==> src/rtl/xgmii_pkg.sv <==
// Shared XGMII constants, lane-state encoding and idle-word detection for the
// loopback switch.
package xgmii_pkg;

    localparam int XGMII_DW = 64;
    localparam int XGMII_CW = XGMII_DW / 8;

    localparam logic [7:0] XGMII_IDLE_BYTE = 8'h07;
    localparam logic [7:0] XGMII_ERR_BYTE  = 8'hFE;

    localparam logic [XGMII_DW-1:0] XGMII_IDLE_WORD = {XGMII_CW{XGMII_IDLE_BYTE}};

    typedef enum logic [1:0] {
        ST_NORMAL   = 2'd0,
        ST_TO_LB    = 2'd1,
        ST_LOOPBACK = 2'd2,
        ST_TO_NORM  = 2'd3
    } lane_state_e;

    // An XGMII word is idle only when every lane byte is a control 0x07.
    function automatic logic is_idle(input logic [XGMII_DW-1:0] d,
                                     input logic [XGMII_CW-1:0] c);
        return (c == {XGMII_CW{1'b1}}) && (d == XGMII_IDLE_WORD);
    endfunction

endpackage

==> src/rtl/xgmii_lb_lane.sv <==
// One XGMII lane of the loopback switch: mode FSM, switch-timeout counter,
// output muxes and the registered outputs.
module xgmii_lb_lane
    import xgmii_pkg::*;
#(
    parameter int DATA_W        = 64,
    parameter int CTRL_W        = DATA_W / 8,
    parameter int TMO_W         = 12,
    parameter int TMO_CYC       = 2048,
    parameter int TX_IDLE_IN_LB = 0
) (
    input  logic              clk,
    input  logic              rst_n,
    input  logic [DATA_W-1:0] mac_txd,
    input  logic [CTRL_W-1:0] mac_txc,
    input  logic [DATA_W-1:0] pcs_rxd,
    input  logic [CTRL_W-1:0] pcs_rxc,
    input  logic              lb_req,
    input  logic              clr_forced,
    output logic [DATA_W-1:0] pcs_txd,
    output logic [CTRL_W-1:0] pcs_txc,
    output logic [DATA_W-1:0] mac_rxd,
    output logic [CTRL_W-1:0] mac_rxc,
    output logic              lb_active,
    output logic              forced_sw
);

    localparam logic [DATA_W-1:0] IDLE_W   = {CTRL_W{XGMII_IDLE_BYTE}};
    localparam logic [DATA_W-1:0] ERR_W    = {CTRL_W{XGMII_ERR_BYTE}};
    localparam logic [TMO_W-1:0]  TMO_LAST = TMO_W'(TMO_CYC - 1);

    lane_state_e       state_q, state_d;
    logic [TMO_W-1:0]  cnt_q, cnt_d, cnt_inc;
    logic              forced_q, forced_d;
    logic              lb_active_q, lb_active_d;
    logic [DATA_W-1:0] mac_rxd_q, mac_rxd_d, pcs_txd_q, pcs_txd_d;
    logic [CTRL_W-1:0] mac_rxc_q, mac_rxc_d, pcs_txc_q, pcs_txc_d;
    logic              both_idle, timeout;

    always_comb begin
        both_idle = is_idle(mac_txd, mac_txc) && is_idle(pcs_rxd, pcs_rxc);
        timeout   = (cnt_q >= TMO_LAST);
        cnt_inc   = (cnt_q == {TMO_W{1'b1}}) ? cnt_q : cnt_q + 1'b1;

        state_d   = state_q;
        cnt_d     = cnt_q;
        forced_d  = clr_forced ? 1'b0 : forced_q;
        mac_rxd_d = pcs_rxd;
        mac_rxc_d = pcs_rxc;

        // Withdrawal beats the boundary, the boundary beats the timeout.
        case (state_q)
            ST_NORMAL: begin
                if (lb_req) begin
                    state_d = ST_TO_LB;
                    cnt_d   = '0;
                end
            end
            ST_TO_LB: begin
                if (!lb_req) begin
                    state_d = ST_NORMAL;
                end else if (both_idle) begin
                    mac_rxd_d = IDLE_W;
                    mac_rxc_d = '1;
                    state_d   = ST_LOOPBACK;
                end else if (timeout) begin
                    mac_rxd_d = ERR_W;
                    mac_rxc_d = '1;
                    forced_d  = 1'b1;
                    state_d   = ST_LOOPBACK;
                end else begin
                    cnt_d = cnt_inc;
                end
            end
            ST_LOOPBACK: begin
                mac_rxd_d = mac_txd;
                mac_rxc_d = mac_txc;
                if (!lb_req) begin
                    state_d = ST_TO_NORM;
                    cnt_d   = '0;
                end
            end
            ST_TO_NORM: begin
                mac_rxd_d = mac_txd;
                mac_rxc_d = mac_txc;
                if (lb_req) begin
                    state_d = ST_LOOPBACK;
                end else if (both_idle) begin
                    mac_rxd_d = IDLE_W;
                    mac_rxc_d = '1;
                    state_d   = ST_NORMAL;
                end else if (timeout) begin
                    mac_rxd_d = ERR_W;
                    mac_rxc_d = '1;
                    forced_d  = 1'b1;
                    state_d   = ST_NORMAL;
                end else begin
                    cnt_d = cnt_inc;
                end
            end
            default: state_d = ST_NORMAL;
        endcase

        // PCS TX follows the next-state so it flips with the mac_rx source.
        lb_active_d = (state_d == ST_LOOPBACK) || (state_d == ST_TO_NORM);
        if ((TX_IDLE_IN_LB != 0) && lb_active_d) begin
            pcs_txd_d = IDLE_W;
            pcs_txc_d = '1;
        end else begin
            pcs_txd_d = mac_txd;
            pcs_txc_d = mac_txc;
        end
    end

    always_ff @(posedge clk) begin
        if (!rst_n) begin
            state_q     <= ST_NORMAL;
            cnt_q       <= '0;
            forced_q    <= 1'b0;
            lb_active_q <= 1'b0;
            mac_rxd_q   <= IDLE_W;
            mac_rxc_q   <= '1;
            pcs_txd_q   <= IDLE_W;
            pcs_txc_q   <= '1;
        end else begin
            state_q     <= state_d;
            cnt_q       <= cnt_d;
            forced_q    <= forced_d;
            lb_active_q <= lb_active_d;
            mac_rxd_q   <= mac_rxd_d;
            mac_rxc_q   <= mac_rxc_d;
            pcs_txd_q   <= pcs_txd_d;
            pcs_txc_q   <= pcs_txc_d;
        end
    end

    assign mac_rxd   = mac_rxd_q;
    assign mac_rxc   = mac_rxc_q;
    assign pcs_txd   = pcs_txd_q;
    assign pcs_txc   = pcs_txc_q;
    assign lb_active = lb_active_q;
    assign forced_sw = forced_q;

endmodule

==> src/rtl/xgmii_lb_switch.sv <==
// N-lane XGMII crossbar between MAC and PCS with per-lane runtime loopback;
// each lane switches independently at idle boundaries.
module xgmii_lb_switch
    import xgmii_pkg::*;
#(
    parameter int LANES         = 4,
    parameter int DATA_W        = 64,
    parameter int TMO_W         = 12,
    parameter int TMO_CYC       = 2048,
    parameter int TX_IDLE_IN_LB = 0,
    localparam int CTRL_W       = DATA_W / 8
) (
    input  logic                    clk_156,
    input  logic                    reset_156m25_n,
    input  logic [LANES*DATA_W-1:0] mac_txd,
    input  logic [LANES*CTRL_W-1:0] mac_txc,
    input  logic [LANES*DATA_W-1:0] pcs_rxd,
    input  logic [LANES*CTRL_W-1:0] pcs_rxc,
    input  logic [LANES-1:0]        lb_req,
    input  logic                    clr_forced,
    output logic [LANES*DATA_W-1:0] pcs_txd,
    output logic [LANES*CTRL_W-1:0] pcs_txc,
    output logic [LANES*DATA_W-1:0] mac_rxd,
    output logic [LANES*CTRL_W-1:0] mac_rxc,
    output logic [LANES-1:0]        lb_active,
    output logic [LANES-1:0]        forced_sw
);

    for (genvar i = 0; i < LANES; i++) begin : g_lane
        xgmii_lb_lane #(
            .DATA_W       (DATA_W),
            .CTRL_W       (CTRL_W),
            .TMO_W        (TMO_W),
            .TMO_CYC      (TMO_CYC),
            .TX_IDLE_IN_LB(TX_IDLE_IN_LB)
        ) u_lane (
            .clk       (clk_156),
            .rst_n     (reset_156m25_n),
            .mac_txd   (mac_txd[i*DATA_W +: DATA_W]),
            .mac_txc   (mac_txc[i*CTRL_W +: CTRL_W]),
            .pcs_rxd   (pcs_rxd[i*DATA_W +: DATA_W]),
            .pcs_rxc   (pcs_rxc[i*CTRL_W +: CTRL_W]),
            .lb_req    (lb_req[i]),
            .clr_forced(clr_forced),
            .pcs_txd   (pcs_txd[i*DATA_W +: DATA_W]),
            .pcs_txc   (pcs_txc[i*CTRL_W +: CTRL_W]),
            .mac_rxd   (mac_rxd[i*DATA_W +: DATA_W]),
            .mac_rxc   (mac_rxc[i*CTRL_W +: CTRL_W]),
            .lb_active (lb_active[i]),
            .forced_sw (forced_sw[i])
        );
    end

endmodule

==> config.mk <==
export PLATFORM = sky130hd
export DESIGN_NAME = xgmii_lb_switch
export DESIGN_NICKNAME = d
export VERILOG_FILES = /design/src/rtl/xgmii_pkg.sv /design/src/rtl/xgmii_lb_lane.sv /design/src/rtl/xgmii_lb_switch.sv
export SDC_FILE = /design/constraint.sdc
export NUM_CORES = 1
export LEC_CHECK = 0
export ABC_AREA = 1
export ABC_CLOCK_PERIOD_IN_PS = 1720
export CORE_AREA = 8 8 448 450
export DETAILED_ROUTE_END_ITERATION = 10
export DIE_AREA = 0 0 456 458
export SLEW_MARGIN = 20
export SYNTH_ARGS = -nofsm -noshare
export SYNTH_HDL_FRONTEND = slang
export SYNTH_SLANG_ARGS = --single-unit
==> constraint.sdc <==
create_clock -name clk_156 -period 1.72 [get_ports clk_156]
set_input_delay 0.172 -clock clk_156 [delete_from_list [all_inputs] [get_ports clk_156]]
set_output_delay 0.172 -clock clk_156 [all_outputs]
set_load 0.02 [all_outputs]
; After elaboration in Yosys (flattened, before gate mapping)
; Cells that the tools add are included.
[totals]
inputBits = 583
regBits = 640
wordCells = 268
output_inout_bits = 584
[classes]
muxes = 148
addsub = 4
magnitude_cmp = 4
n_reduce_logical = 24
eq_ne = 56
[ops]
columns = op, count
row1 = $mux W64, 24
row2 = $pmux W64 S3, 4
row3 = $eq A64 B59 Y1 const B, 8
row4 = $mux W12, 28
row5 = $mux W8, 24
row6 = $pmux W12 S4, 4
row7 = $pmux W8 S3, 4
row8 = $eq A8 B8 Y1 const B, 8
row9 = $mux W2, 32
row10 = $add A12 B1 Y12 const B, 4
row11 = $eq A12 B12 Y1 const B, 4
row12 = $ge A12 B11 Y1 const B, 4
row13 = $eq A2 B2 Y1 const B, 16
row14 = $ne A2 B2 Y1 const B, 16
row15 = $pmux W2 S4, 4
row16 = $mux W1, 20
row17 = $reduce_and A4 Y1, 4
row18 = $logic_and A1 B1 Y1, 12
row19 = $eq A2 B1 Y1 const B, 4
row20 = $logic_not A2 Y1, 4
row21 = $pmux W1 S2, 4
row22 = $logic_or A1 B1 Y1, 4

; Depth between registers and ports, before layout
[depth]
word_depth = 8
depth_mapped = 15
ltp_nobuf = 15

; Cells and area by module
; From an unflattened synthesis, not the netlist that was laid out.
[hier_totals]
cells_unflattened = 5086
area_unflattened_um2 = 32692.6
[modules_own_cells]
columns = mod, cells_per_inst, area_per_inst_um2, seq_area_each_um2, n_inst
row1 = xgmii_lb_lane (g_lane[0].u_lane ...), 1274, 8149.1, 3203.1, 3
row2 = xgmii_lb_lane (g_lane[3].u_lane), 1264, 8245.4, 3183.1, 1

; Worst setup path before layout
; OpenSTA, ideal clock, no wires.
[synth_path]
path_kind = flip-flop to flip-flop
startpoint = reg g_lane[0].u_lane.cnt_q[0]
endpoint = reg g_lane[0].u_lane.mac_rxd_q[22]
period_less_slack_ns = 1.765
arrival_ns = 1.656
n_path_buf = 1
t_required_ns = 1.611
path_slack_ns = -0.045
setup_ns = 0.109
path_stages_with_launch = 13
cell_sequence = dfxtp_1 > ha_1 > nand3_1 > inv_1 > nand3_1 > nand2_2 > nand2_2 > clkbuf_1 > a21oi_1 > a21oi_1 > nand2_1 > nand2_1 > inv_1
[synth_via]
elab_chain_cells = 5
elab_cells_between_ends = 8
classes_between = 1 x order compare / 7 x mux
[synth_rtl]
columns = element, line_no
row1 = from (decl), xgmii_lb_lane.sv:33  ; logic [TMO_W-1:0] cnt_q, cnt_d, cnt_inc;
row2 = from (signal assigned), xgmii_lb_lane.sv:127  ; cnt_q <= cnt_d;
row3 = $ge A12 B11 Y1 (*), xgmii_lb_lane.sv:42  ; timeout = (cnt_q >= TMO_LAST);
row4 = $mux W64 (on tied branches), "xgmii_lb_lane.sv:92, xgmii_lb_lane.sv:66"
row5 = $mux W64 (on tied branches), "xgmii_lb_lane.sv:88, xgmii_lb_lane.sv:62"
row6 = $mux W64 (on tied branches), "xgmii_lb_lane.sv:86, xgmii_lb_lane.sv:60"
row7 = $pmux W64 S3 (*), xgmii_lb_lane.sv:52  ; case (state_q)
row8 = to (signal assigned), xgmii_lb_lane.sv:130  ; mac_rxd_q <= mac_rxd_d;
row9 = to (decl), xgmii_lb_lane.sv:36  ; logic [DATA_W-1:0] mac_rxd_q, mac_rxd_d, pcs_txd_q, pcs_txd_d;
; Every way passes the cells marked *; elsewhere a longest branch is shown, timed or not.
; A chain may end at the register's enable or synchronous reset.

; Worst setup path in the final report
[layout_path]
startpoint = reg g_lane[2].u_lane.cnt_q[1]
endpoint = reg g_lane[2].u_lane.mac_rxc_q[0]
[layout_via]
elab_chain_cells = 5
elab_cells_between_ends = 8
classes_between = 1 x order compare / 7 x mux
[layout_rtl]
columns = element, line_no
row1 = from (decl), xgmii_lb_lane.sv:33
row2 = from (signal assigned), xgmii_lb_lane.sv:127
row3 = $ge A12 B11 Y1 (*), xgmii_lb_lane.sv:42
row4 = $mux W8 (on tied branches), "xgmii_lb_lane.sv:92, xgmii_lb_lane.sv:66"
row5 = $mux W8 (on tied branches), "xgmii_lb_lane.sv:88, xgmii_lb_lane.sv:62"
row6 = $mux W8 (on tied branches), "xgmii_lb_lane.sv:86, xgmii_lb_lane.sv:60"
row7 = $pmux W8 S3 (*), xgmii_lb_lane.sv:52
row8 = to (signal assigned), xgmii_lb_lane.sv:131  ; mac_rxc_q <= mac_rxc_d;
row9 = to (decl), xgmii_lb_lane.sv:37  ; logic [CTRL_W-1:0] mac_rxc_q, mac_rxc_d, pcs_txc_q, pcs_txc_d;
; Marked as above.

==> results.md <==
- Final nets: between 7000 and 8000
- Total power: 46.5 mW
- Slew @ Worst Pin: 0.873 ns
- GP Congestion: a little over 1
- CTS Sinks: 640
- Critical Path Fanout Max: 15
- Drt drc: 0
- Slew Viols, Final: 0
- Top cell type's share of synthesized area: between 30% and 40%
- Vias in the first global route: between 40000 and 50000
- Share of cells above drive strength 1: about 28%
- Final Hold Viols: 0
- Internal: approximately 32 mW
- Fin crit period: between 1.5 and 2 ns
- Maximum vdd drop: a little over 0.8 mV
- Cell Area, Placed: between 50000 and 60000 sq um
- Clk root buf: clkbuf_16
- Status: finished, violations left
- Worst Hold Slack: 0.0192 ns
- Cell leakage power: about 30 nW
- Seq pwr share: between 30% and 40%
- Area growth syn-to-layout: 94.2%
- DRT Pass-1 Iters: 6
- YS warnings: 0
- Final wirelength: around 260 mm
- Type of destination of the critical path: flop
- Period utilisation layout: 108%
- Area of the mapped netlist: 32500 sq um
- CTS tree: yes
- CTS clock-pin slew for the worst setup and hold paths: 0.06 ns
- Req. time, crit path: between 2 and 2.5 ns
- Initial Util: about 17%
- Placement row count: 162
- Worst Hold Class: in -> reg
- Netlist cell types: 40
- Area of the multi-input gates: about 18000 sq um
- # IOs: approximately 1200
- HPWL after DPL: between 200 and 250 mm
- H-tree levels: 3
- Critical path class: reg -> reg
- RSZ-0062 raised after global routing: true
- Synth async-reset ratio: 0%
- Mapped Avg Cell Area: around 6.6 sq um
- Die height: between 400 and 500 um
- Most frequent cell after synthesis: nand2_1
- I/O Buffers: about 1200
- Dominant cells by area after synthesis: dfxtp_1 (39%), nand2_1 (14%), inv_1 (8.2%), a21oi_1 (7.4%), nand3_1 (6.2%)
- Fin worst setup slack: -0.134 ns
- Die area: between 200000 and 250000 sq um
- Syn_nets: around 5500
- Core area: ~190000 sq um
- Slew HR: a little over two fifths
- Max_cap viols: 0
- Fmax: between 0.5 and 0.6 GHz
- Gate power share: 23.3%
- Maximum clock insertion buffer count: 3
- Initial drt markers: roughly 4400
- Number of synthesized flops with an enable pin: 0
- Latest clock arrival within the worst-skew pair: approximately 0.75 ns
- Switching pwr: roughly 15 mW
- Grt ovf: 0
- Synthesis-stage register bit count: 640
- Layout fillers: a little over 20000
- Vias per cell: between 4 and 5
- Post-synthesis sequential area ratio: approximately two fifths
- Pre-CTS setup slack: -1.21 ns
- Startpoint Class: flop
- Vias: about 45000
- Clk_skew: just over 0.05 ns
- Clock Power Share: 41.7%
- Finished Cell Area: ~63000 sq um
- Setup violation total in the final timing report: ~150
- Net Sw Frac: about a third
- Initial antenna violation count: a little under 90
- DRT antenna net count: 0
- Largest net degree at the start of global routing: 67
- First-pass GRT wire length: 343 mm
- Mapped Cells: 4946
- Primary FF master, synth: dfxtp_1
- Worst EP arrival: 2.41 ns
- FF+latch area: approximately 13000 sq um
- Num CTS Buffers: between 80 and 90
- Avg WL per Cell: 26.9 um
- Synth area leader: dfxtp_1
- Total GRT Usage: about 23%
- Pwr Density: 738 nW/um^2
- Top post-synthesis cells by count: nand2_1 (1193), inv_1 (710), dfxtp_1 (640), a21oi_1 (482), nand3_1 (401)
- Failing checks: negative setup slack
- Die W: 456 um
[power by group through the flow]
stage | clock network [mW] | registers, mW | logic, mW
3_3_place_gp | 0 | 16.6 | 10.7
2_1_floorplan | 0 | 17.5 | 2.50
3_5_place_dp | 0 | 16.6 | 10.7
5_1_grt | 20.5 | 16.3 | 11.4
6_report | 19.4 | 16.3 | 10.9
4_1_cts | 20.0 | 16.2 | 10.3
[final timing paths]
path / end / cells past startpoint / start / slack (ns)
setup / recovery: g_lane[2].u_lane.mac_rxc[0]$_SDFF_PN1_ / 8 / g_lane[2].u_lane.cnt_q[1]$_SDFFE_PN0P_ / -0.13
hold / removal: g_lane[0].u_lane.mac_rxd[0]$_SDFF_PN1_ / 6 / pcs_rxd[0] / 0.02
setup reg to reg: g_lane[2].u_lane.mac_rxc[0]$_SDFF_PN1_ / 8 / g_lane[2].u_lane.cnt_q[1]$_SDFFE_PN0P_ / -0.13
hold reg to reg: g_lane[3].u_lane.forced_sw$_SDFF_PN0_ / 2 / g_lane[3].u_lane.forced_sw$_SDFF_PN0_ / 0.47
[state kept, by name, summed over array words and instances (netlist names)]
| signal | flops |
|---|---|
| g_lane.u_lane.mac_rxd | 256 |
| g_lane.u_lane.pcs_txd | 256 |
| g_lane.u_lane.mac_rxc | 32 |
| g_lane.u_lane.forced_sw | 4 |
| g_lane.u_lane.pcs_txc | 32 |
| g_lane.u_lane.cnt_q | 48 |
| g_lane.u_lane.lb_active | 4 |
| g_lane.u_lane.state_q | 8 |
[layout make-up]
class | instances | area share, %
flip-flops and latches | 640 | 20.4
repair buffers | 2336 | 36.4
multi-input cells | 3229 | 28.6
inverters | 744 | 4.60
clock inverters | 50 | 1.00
well taps | 2542 | 5.04
diodes | 55 | 0.218
clock buffers | 109 | 3.76
repair inverters | 1 | 0.0258
[layer usage]
layer	wire [um]	global-route usage (%)	up-vias	part of all wire (%)
li1	-	-	20174	-
met2	119000	37.1	2615	46
met5	134	0	-	0.051
met1	99000	26.8	21377	38
met4	19900	14.4	22	7.6
met3	23200	5.70	639	8.9
[placed cells by master, fill, tap and decap left out, types with 27 or more instances in the layout]
cell type,instances
dlymetal6s2s_1,102
a21oi_1,429
dlygate4sd2_1,406
a21oi_2,49
clkbuf_16,109
nand3_1,273
a22oi_1,54
nand3_2,117
nor2_2,53
clkdlybuf4s50_1,456
or2_2,28
clkdlybuf4s15_2,85
o21ai_0,165
nand2_1,1038
inv_1,655
inv_2,77
nand2_2,103
diode_2,55
buf_6,55
nor2_4,35
dlygate4sd3_1,97
clkdlybuf4s15_1,89
xor2_1,30
nor2_1,313
o21ai_2,33
dfxtp_2,27
nand4_1,124
o211ai_1,150
nand2_4,54
o21ai_1,37
buf_12,102
buf_4,877
dfxtp_1,610
[metrics by stage]
stage	util, %	TNS (ns)	cells
4_1_cts	30.2	-2.00	9501
6_report	32.6	-7.18	9706
2_1_floorplan	-	0	4946
3_3_place_gp	27.9	-252.45	9269
5_1_grt	32.6	-27.43	9693
3_5_place_dp	27.9	-258.53	9269
[logic make-up (layout without fill, tap and decap cells)]
group | Yosys count | count (layout) | share of synthesized area [%]
compound gates | 977 | 977 | 17.1
buf+inv | 1082 | 3240 | 13.4
xor+xnor | 37 | 37 | 0.998
simple gates | 2206 | 2211 | 28.8
other cells | 0 | 55 | 0
fa+ha+maj | 4 | 4 | 0.154
flops | 640 | 640 | 39.5
[repair_timing]
action | 4_1_cts | 5_1_grt
buffers inserted | 30 | 44
cloned | 28 | 31
hold endpoints to repair | 46 | 90
endpoints found under the setup margin | 889 | 338
pin swaps | 81 | 318
hold buffers | 16 | 81
gates resized for setup | 1074 | 800
[critical path, cell delays in order, from the launching register on]
cell and delay, ns:
dfxtp_2 0.35, ha_4 0.16, nand2_4 0.06, nor2_4 0.15, nand3_4 0.11, nand2_8 0.16
buf_8 0.19, a21oi_1 0.08, o211ai_1 0.42
(Power assumes the default switching activity.)
